<file path="config.mk">
export PLATFORM = sky130hd
export DESIGN_NAME = dm_access_ctrl
export DESIGN_NICKNAME = d
export VERILOG_FILES = /design/src/rtl/dm_access_ctrl.sv
export SDC_FILE = /design/constraint.sdc
export NUM_CORES = 1
export LEC_CHECK = 0
export ABC_AREA = 1
export BUFFER_PORTS_ARGS = -buffer_cell sky130_fd_sc_hd__buf_2
export CAP_MARGIN = 20
export CORE_MARGIN = 2
export CORE_UTILIZATION = 40
export CTS_CLUSTER_DIAMETER = 200
export DETAILED_ROUTE_END_ITERATION = 8
export PLACE_DENSITY = 0.69
export SLEW_MARGIN = 20
export SYNTH_ARGS = -nofsm -noshare
export SYNTH_HDL_FRONTEND = slang
export SYNTH_SLANG_ARGS = --single-unit
</file>
<file path="constraint.sdc">
create_clock -name clk -period 1.6 [get_ports clk]
set_input_delay 0.08 -clock clk [delete_from_list [all_inputs] [get_ports clk]]
set_output_delay 0.08 -clock clk [all_outputs]
set_load 0.01 [all_outputs]
</file>
<file path="src/rtl/dm_access_ctrl.sv">
// dm_access_ctrl: M-stage load/store sequencer with alignment checks, store lane build and load extract.
// Latency: 3 cycles per aligned access (IDLE accept, BUSY, DONE) plus one cycle per extra BUSY cycle waiting for bus_ack.
// Backpressure: m_stall holds the pipeline from accept until DONE; misaligned accesses fault the same cycle without stalling.
// Optional: define DM_BUS_TIMEOUT_EN to abort BUSY with a bus error (code 7) after TIMEOUT cycles without bus_ack.

module dm_access_ctrl #(
  parameter int TIMEOUT = 15
) (
  input  logic        clk,
  input  logic        reset,
  input  logic        m_req,
  input  logic        m_we,
  input  logic [31:0] m_addr,
  input  logic [31:0] m_wdata,
  input  logic [2:0]  m_slctrl,
  output logic        m_stall,
  output logic [31:0] m_rdata,
  output logic        m_exc,
  output logic [4:0]  m_exccode,
  output logic        bus_req,
  output logic        bus_we,
  output logic [31:0] bus_addr,
  output logic [3:0]  bus_be,
  output logic [31:0] bus_wdata,
  input  logic        bus_ack,
  input  logic [31:0] bus_rdata
);

  typedef enum logic [1:0] {
    IDLE = 2'd0,
    BUSY = 2'd1,
    DONE = 2'd2
  } state_t;

  localparam logic [1:0] SZ_WORD = 2'b00;
  localparam logic [1:0] SZ_HALF = 2'b01;
  localparam logic [1:0] SZ_BYTE = 2'b10;

  localparam logic [4:0] EXC_ADEL = 5'd4;
  localparam logic [4:0] EXC_ADES = 5'd5;

  if (TIMEOUT < 1 || TIMEOUT > 255) begin : g_bad_timeout
    $error("dm_access_ctrl: TIMEOUT must be in 1..255");
  end

  state_t      state;
  logic [2:0]  slctrl_q;   // size/sign of the access in flight
  logic [1:0]  lane_q;     // byte offset of the access in flight

  logic        misaligned;
  logic [31:0] wdata_lane;
  logic [3:0]  be_lane;
  logic [31:0] load_ext;
  logic [7:0]  rd_byte;
  logic [15:0] rd_half;

`ifdef DM_BUS_TIMEOUT_EN
  localparam logic [4:0] EXC_DBE = 5'd7;
  logic [7:0]  busy_cnt;
  logic        tmo_err;    // DONE reached through expiry rather than ack
`endif

  // Alignment check and store lane replication on the live M-stage inputs
  always_comb begin
    misaligned = 1'b0;
    wdata_lane = m_wdata;
    be_lane    = 4'b1111;
    case (m_slctrl[1:0])
      SZ_WORD: misaligned = (m_addr[1:0] != 2'b00);
      SZ_HALF: begin
        misaligned = m_addr[0];
        wdata_lane = {2{m_wdata[15:0]}};
        be_lane    = m_addr[1] ? 4'b1100 : 4'b0011;
      end
      SZ_BYTE: begin
        wdata_lane = {4{m_wdata[7:0]}};
        be_lane    = 4'b0001 << m_addr[1:0];
      end
      default: misaligned = 1'b1;
    endcase
  end

  // Pick the addressed lane out of the returned word and extend it
  always_comb begin
    rd_byte  = bus_rdata[{lane_q, 3'b000} +: 8];
    rd_half  = bus_rdata[{lane_q[1], 4'b0000} +: 16];
    load_ext = bus_rdata;
    case (slctrl_q[1:0])
      SZ_HALF: load_ext = {{16{slctrl_q[2] & rd_half[15]}}, rd_half};
      SZ_BYTE: load_ext = {{24{slctrl_q[2] & rd_byte[7]}}, rd_byte};
      default: load_ext = bus_rdata;
    endcase
  end

  // Pipeline-facing stall and exception, combinational from state and M inputs
  always_comb begin
    m_stall   = 1'b0;
    m_exc     = 1'b0;
    m_exccode = 5'd0;
    case (state)
      IDLE: begin
        if (m_req) begin
          if (misaligned) begin
            m_exc     = 1'b1;
            m_exccode = m_we ? EXC_ADES : EXC_ADEL;
          end else begin
            m_stall = 1'b1;
          end
        end
      end
      BUSY: m_stall = 1'b1;
      DONE: begin
`ifdef DM_BUS_TIMEOUT_EN
        if (tmo_err) begin
          m_exc     = 1'b1;
          m_exccode = EXC_DBE;
        end
`endif
      end
      default: m_stall = 1'b0;
    endcase
  end

  // Access sequencer: registered bus side and load result
  always_ff @(posedge clk) begin
    if (reset) begin
      state     <= IDLE;
      bus_req   <= 1'b0;
      bus_we    <= 1'b0;
      bus_addr  <= 32'd0;
      bus_be    <= 4'd0;
      bus_wdata <= 32'd0;
      m_rdata   <= 32'd0;
      slctrl_q  <= 3'd0;
      lane_q    <= 2'd0;
`ifdef DM_BUS_TIMEOUT_EN
      busy_cnt  <= 8'd0;
      tmo_err   <= 1'b0;
`endif
    end else begin
      case (state)
        IDLE: begin
          if (m_req && !misaligned) begin
            bus_req   <= 1'b1;
            bus_we    <= m_we;
            bus_addr  <= {m_addr[31:2], 2'b00};
            bus_be    <= m_we ? be_lane : 4'b0000;
            bus_wdata <= wdata_lane;
            slctrl_q  <= m_slctrl;
            lane_q    <= m_addr[1:0];
            state     <= BUSY;
`ifdef DM_BUS_TIMEOUT_EN
            busy_cnt  <= 8'd0;
            tmo_err   <= 1'b0;
`endif
          end
        end
        BUSY: begin
          // An ack in the expiry cycle takes priority over the timeout
          if (bus_ack) begin
            bus_req <= 1'b0;
            if (!bus_we) m_rdata <= load_ext;
            state   <= DONE;
          end
`ifdef DM_BUS_TIMEOUT_EN
          else if (busy_cnt + 8'd1 == 8'(TIMEOUT)) begin
            bus_req  <= 1'b0;
            m_rdata  <= 32'd0;
            tmo_err  <= 1'b1;
            busy_cnt <= busy_cnt + 8'd1;
            state    <= DONE;
          end else begin
            busy_cnt <= busy_cnt + 8'd1;
          end
`endif
        end
        DONE: begin
          // m_req here still belongs to the finished instruction
          state <= IDLE;
`ifdef DM_BUS_TIMEOUT_EN
          tmo_err <= 1'b0;
`endif
        end
        default: state <= IDLE;
      endcase
    end
  end

endmodule

</file>
# After elaboration in Yosys (flattened, before gate mapping)
# Index checks and enable logic that the tools add are counted.
[op_classes] eq_ne=7 shift=3 muxes=22 n_bitwise=3 n_reduce_logical=10
[ops] operator="32-bit one-hot mux with 2 select lines" n=2
[ops] operator="32-bit by 6-bit variable part select with 16-bit output" n=1
[ops] operator="32-bit by 6-bit variable part select with 8-bit output" n=1
[ops] operator="3-bit two-way mux" n=3
[ops] operator="1-bit two-way mux" n=8
[ops] operator="4-bit two-way mux" n=2
[ops] operator="4-bit one-hot mux with 2 select lines" n=1
[ops] operator="2-bit by 1-bit == test with 1-bit output, second input constant" n=3
[ops] operator="3-bit AND reduction" n=2
[ops] operator="2-bit == test, second input constant" n=2
[ops] operator="2-bit logical NOT" n=2
[ops] operator="2-bit two-way mux" n=2
[ops] operator="2-bit != test, second input constant" n=2
[ops] operator="1-bit one-hot mux with 2 select lines" n=2
[ops] operator="2-bit one-hot mux with 2 select lines" n=1
[ops] operator="2-bit AND reduction" n=2
[ops] operator="2-bit nonzero test" n=2
[ops] operator="1-bit by 2-bit << shifter with 4-bit output, first input constant" n=1
[ops] operator="1-bit one-hot mux with 3 select lines" n=1
[ops] operator="1-bit AND" n=2
[ops] operator="1-bit logical AND" n=1
[ops] operator="1-bit logical NOT" n=1
[ops] operator="1-bit NOT" n=1
[word_totals] regBits=107

# Longest topological paths before layout
[depth] depth_word=6 ltp_mapped=11

# Worst setup path after synthesis
# Ideal clock, no wire load.
[synth_timing] kind="register to register" from="register slctrl_q[0]" to="register m_rdata[15]" setup_time_ns=0.119 t_arrival_ns=1.316 required_time_ns=1.481 path_slack_ns=0.164 path_stages_with_launch=7 n_path_buf=0 period_less_slack_ns=1.436 path_cell_list="dfxtp_1 -> inv_1 -> ha_1 -> clkinv_1 -> or2_2 -> nand2_1 -> a21oi_1"
[synth_via] elab_chain_cells=2 word_cells_on_any_way=3 classes_between="2 x eq/ne; 1 x mux"
[synth_lines] item="start, declared" line_no="47" source="logic [2:0] slctrl_q;"
[synth_lines] item="start signal, assigned" line_no="149" source="slctrl_q <= m_slctrl;"
[synth_lines] item="2-bit == test / 2-bit by 1-bit == test with 1-bit output (equally long branches)" line_no="88" source="case (slctrl_q[1:0])"
[synth_lines] item="32-bit one-hot mux with 2 select lines (*)" line_no="88"
[synth_lines] item="end signal, assigned" line_no="162" source="if (!bus_we) m_rdata <= load_ext;"
[synth_lines] item="end, declared" line_no="17" source="output logic [31:0] m_rdata,"
# Mark *: on every way between the ends. The rest lies on a longest branch, timed or not.
# A chain may end at the register's enable or synchronous reset.

# Worst setup path in the final report
[layout_timing] from="register state[0]" to="register m_rdata[18]"
[layout_via] elab_chain_cells=2
[layout_lines] item="start, declared" line_no="46" source="state_t state;"
[layout_lines] item="start signal, assigned" line_no="127" source="state <= IDLE;"
[layout_lines] item="start signal, assigned" line_no="151" source="state <= BUSY;"
[layout_lines] item="start signal, assigned" line_no="163" source="state <= DONE;"
[layout_lines] item="2-bit by 1-bit == test with 1-bit output" line_no="141" source="case (state)"
[layout_lines] item="3-bit AND reduction (no source line)"
# No other way between the ends.

==> impl_metrics.json <==
{
  "outcome": "complete, no violations",
  "place.gp.congestion": 0.850,
  "hold_class": "in2reg",
  "worstSetupPathDepth": 8,
  "r2r-start": "state[0]",
  "fillerInstances": 1197,
  "synth-compound-area-share_pct": 19.4,
  "cp_slowest_cell": "dfxtp_1",
  "critPathMaxFanout": 17,
  "first_pass_iters": 5,
  "cp-end-kind": "flip-flop",
  "gr-usage-all-layers_pct": 23.9,
  "routed_wl_um": 16000,
  "critPathBufInv": 3,
  "cp.arrival_ns": 1.69,
  "cts_sinks": 107,
  "grt_pass1_wl_um": 25300,
  "initial_core_util_pct": 41.1,
  "ys_warn_count": 0,
  "total_power_mw": 6.53,
  "cp.required_ns": 1.84,
  "place_area_um2": 6220,
  "multi_input_area_um2": 2450,
  "critPathKind": "reg2reg",
  "switchingPower_mw": 1.97,
  "p_sw_share_pct": 30.2,
  "grt_pass1_vias": 5119,
  "drc": 0,
  "vias_per_cell": 4.88,
  "row_count": 40,
  "crit_family": "simple AND/OR/NAND/NOR gates",
  "crit_chain": "inv_2, nor2_1, nand2_1, nor2_4, clkinv_1, buf_4, a21oi_1, a21oi_1",
  "setup_ws_ns": 0.151,
  "antenna_found_initial": 0,
  "cts_buffer_depth": 2,
  "p_seq_share_pct": 44.5,
  "nets": 1079,
  "core-area_um2": 12100,
  "grt_max_degree": 48,
  "syn_area_um2": 4980,
  "synthAdderAreaFrac_pct": 1.51,
  "clkTransAtPathRegs_ns": 0.07,
  "crit_top_cell": "a21oi_1",
  "combinationalPowerShare_pct": 21.1,
  "ir_drop_mv": 0.616,
  "reg2reg_slack_ns": 0.15,
  "leakage_nw": 3.54,
  "synth_ff_type": "dfxtp_1",
  "worst_path_largest_cell_delay_ns": 0.33,
  "syn_area_per_cell_um2": 6.73,
  "routedWlPerCell_um": 14.0,
  "cts_tree": "built",
  "die_width_um": 116,
  "yosys.area_share.simple_pct": 27.2,
  "synth_xor_area_share_pct": 0,
  "endpoint": "m_rdata[18]",
  "synth_top_family_by_area": "simple AND/OR/NAND/NOR gates",
  "dpl_worst_slack_ns": 0.0765,
  "whs_ns": 0.0147,
  "synth_edf_count": 0,
  "synth_cell_type_count": 27,
  "ios": 213,
  "hold_violations": 0,
  "slew_violations": 0,
  "reg2reg_to": "m_rdata[18]",
  "area_growth_pct": 39.9,
  "final_area_um2": 6970,
  "die_h_um": 116,
  "max_freq_ghz": 0.690,
  "cap_violations": 0,
  "dp_hpwl_um": 10600,
  "numCtsBuffers": 9,
  "clk_latency_ns": 0.36,
  "async_reset_ff_share_pct": 0,
  "portBuffers": 207,
  "synth_mux_area_share_pct": 0,
  "die_area_um2": 13400,
  "p_int_mw": 4.56,
  "pwr-share-clk_pct": 34.4,
  "register_area_um2": 2140,
  "cts-root-buf": "clkbuf_16",
  "detail-route-antenna-nets": 0,
  "drtIter0Drc": 486,
  "postSynthCellCount": 740,
  "ys_seq_area_share_pct": 43.0,
  "worstRegToRegCells": 8,
  "vias": 5579,
  "fin_crit_sh_pct": 90.5,
  "critPathLaunchType": "flip-flop",
  "grt.overflow.total": 0,
  "ys_ff_latch": 107,
  "setup_viol": 0,
  "crit_path_start": "state[0]",
  "finClkSkew_ns": 0.00749,
  "period_needed_ns": 1.45,
  "powerDensity_nw_per_um2": 937,
  "drive_gt1_share_pct": 27.2,
  "htree_levels": 3
}
## registers in the layout (all words and copies together), names as in the netlist
name and cells:
bus_be 4, m_rdata 32, bus_req 1, bus_addr 30, bus_we 1, slctrl_q 3, bus_wdata 32, state 2
lane_q 2
## metrics by stage
| stage | TNS [ns] | std cells | utilization [%] |
|---|---|---|---|
| floorplan | 0 | 744 | - |
| global placement | 0 | 1087 | 51.4 |
| detailed placement | 0 | 1087 | 51.4 |
| CTS | 0 | 1143 | 57.5 |
| global route | -0.000773 | 1142 | 57.5 |
| finish | 0 | 1143 | 57.6 |
## cell usage after synthesis (2+ instances only)
master	number	area (um2)
nand2_1	281	1050
a21oi_1	113	566
dfxtp_1	107	2140
o21ai_0	62	310
nor2_1	44	165
inv_1	35	131
clkbuf_1	25	93.8
buf_4	16	120
buf_2	11	55.1
nand3_1	11	55.1
a22o_1	6	52.6
ha_1	6	75.1
a31oi_1	4	25.0
nand2_4	3	33.8
buf_6	2	22.5
clkinv_1	2	7.51
or2_2	2	12.5
## per-layer routing
layer  GRT usage [%]  up-vias  part of all wire (%)
met2            38.6      251                    46
met1            31.6     2484                    44
met3            5.28       26                   8.7
li1                -     2818                     -
met5               0        -                     0
met4            8.81        0                   2.0
## cells in the final DEF (no fill, tap or decap), types with 4 or more instances in the layout
cell type	n
nand2_1	281
buf_2	207
a21oi_1	113
dfxtp_1	107
o21ai_0	62
nor2_1	44
dlygate4sd3_1	35
inv_1	33
buf_4	17
nand3_1	10
clkbuf_16	9
buf_12	7
a22o_1	6
ha_1	6
conb_1	5
inv_2	4
a31oi_1	4
## power groups by stage
stage                     sequential [mW]  clock, mW  combinational, mW
after floorplan                      3.03          0              0.659
final                                2.91       2.25               1.38
after CTS                            2.90       2.29               1.37
after global placement               2.96          0               1.24
after global routing                 2.92       2.38               1.54
after detailed placement             2.96          0               1.25
## cell families after synthesis
family	Yosys count
and+or+nand+nor	346
DFF	107
other	1
AOI/OAI and AO/OA	187
adders and majority gates	6
buffers and inverters	93
## how the worst min path moves through the flow
stage               cells past startpoint      endpoint  slack, ns  startpoint
floorplan                               2  bus_addr[10]       0.22  m_addr[10]
global placement                        3   bus_addr[5]       0.33   m_addr[5]
detailed placement                      3  bus_addr[31]       0.33  m_addr[31]
CTS                                     3      state[0]      0.003     bus_ack
global route                            3  bus_wdata[6]       0.02  m_wdata[6]
finish                                  3  bus_wdata[6]       0.01  m_wdata[6]
## worst register-to-register path, stage by stage (launching register included)
cell and delay (ns):
dfxtp_1 0.33, inv_2 0.05, nor2_1 0.13, nand2_1 0.15, nor2_4 0.15, clkinv_1 0.07, buf_4 0.20, a21oi_1 0.18
a21oi_1 0.08
## cell type report
cell class,instances,area share (%)
Clock buffer,10,3.43
Timing Repair Buffer,269,24.8
Inverter,38,2.05
Multi-Input combinational cell,544,35.1
Tap cell,168,3.02
Clock inverter,6,0.808
Sequential cell,107,30.7
Antenna cell,1,0.0359
## repair_timing
action,CTS,global route
hold buffers,35,0
cloned,2,0
gates resized for setup,1,8
buffers inserted,3,0
setup endpoints to repair,1,70
endpoints found under the hold margin,35,0
(Power assumes the default switching activity.)
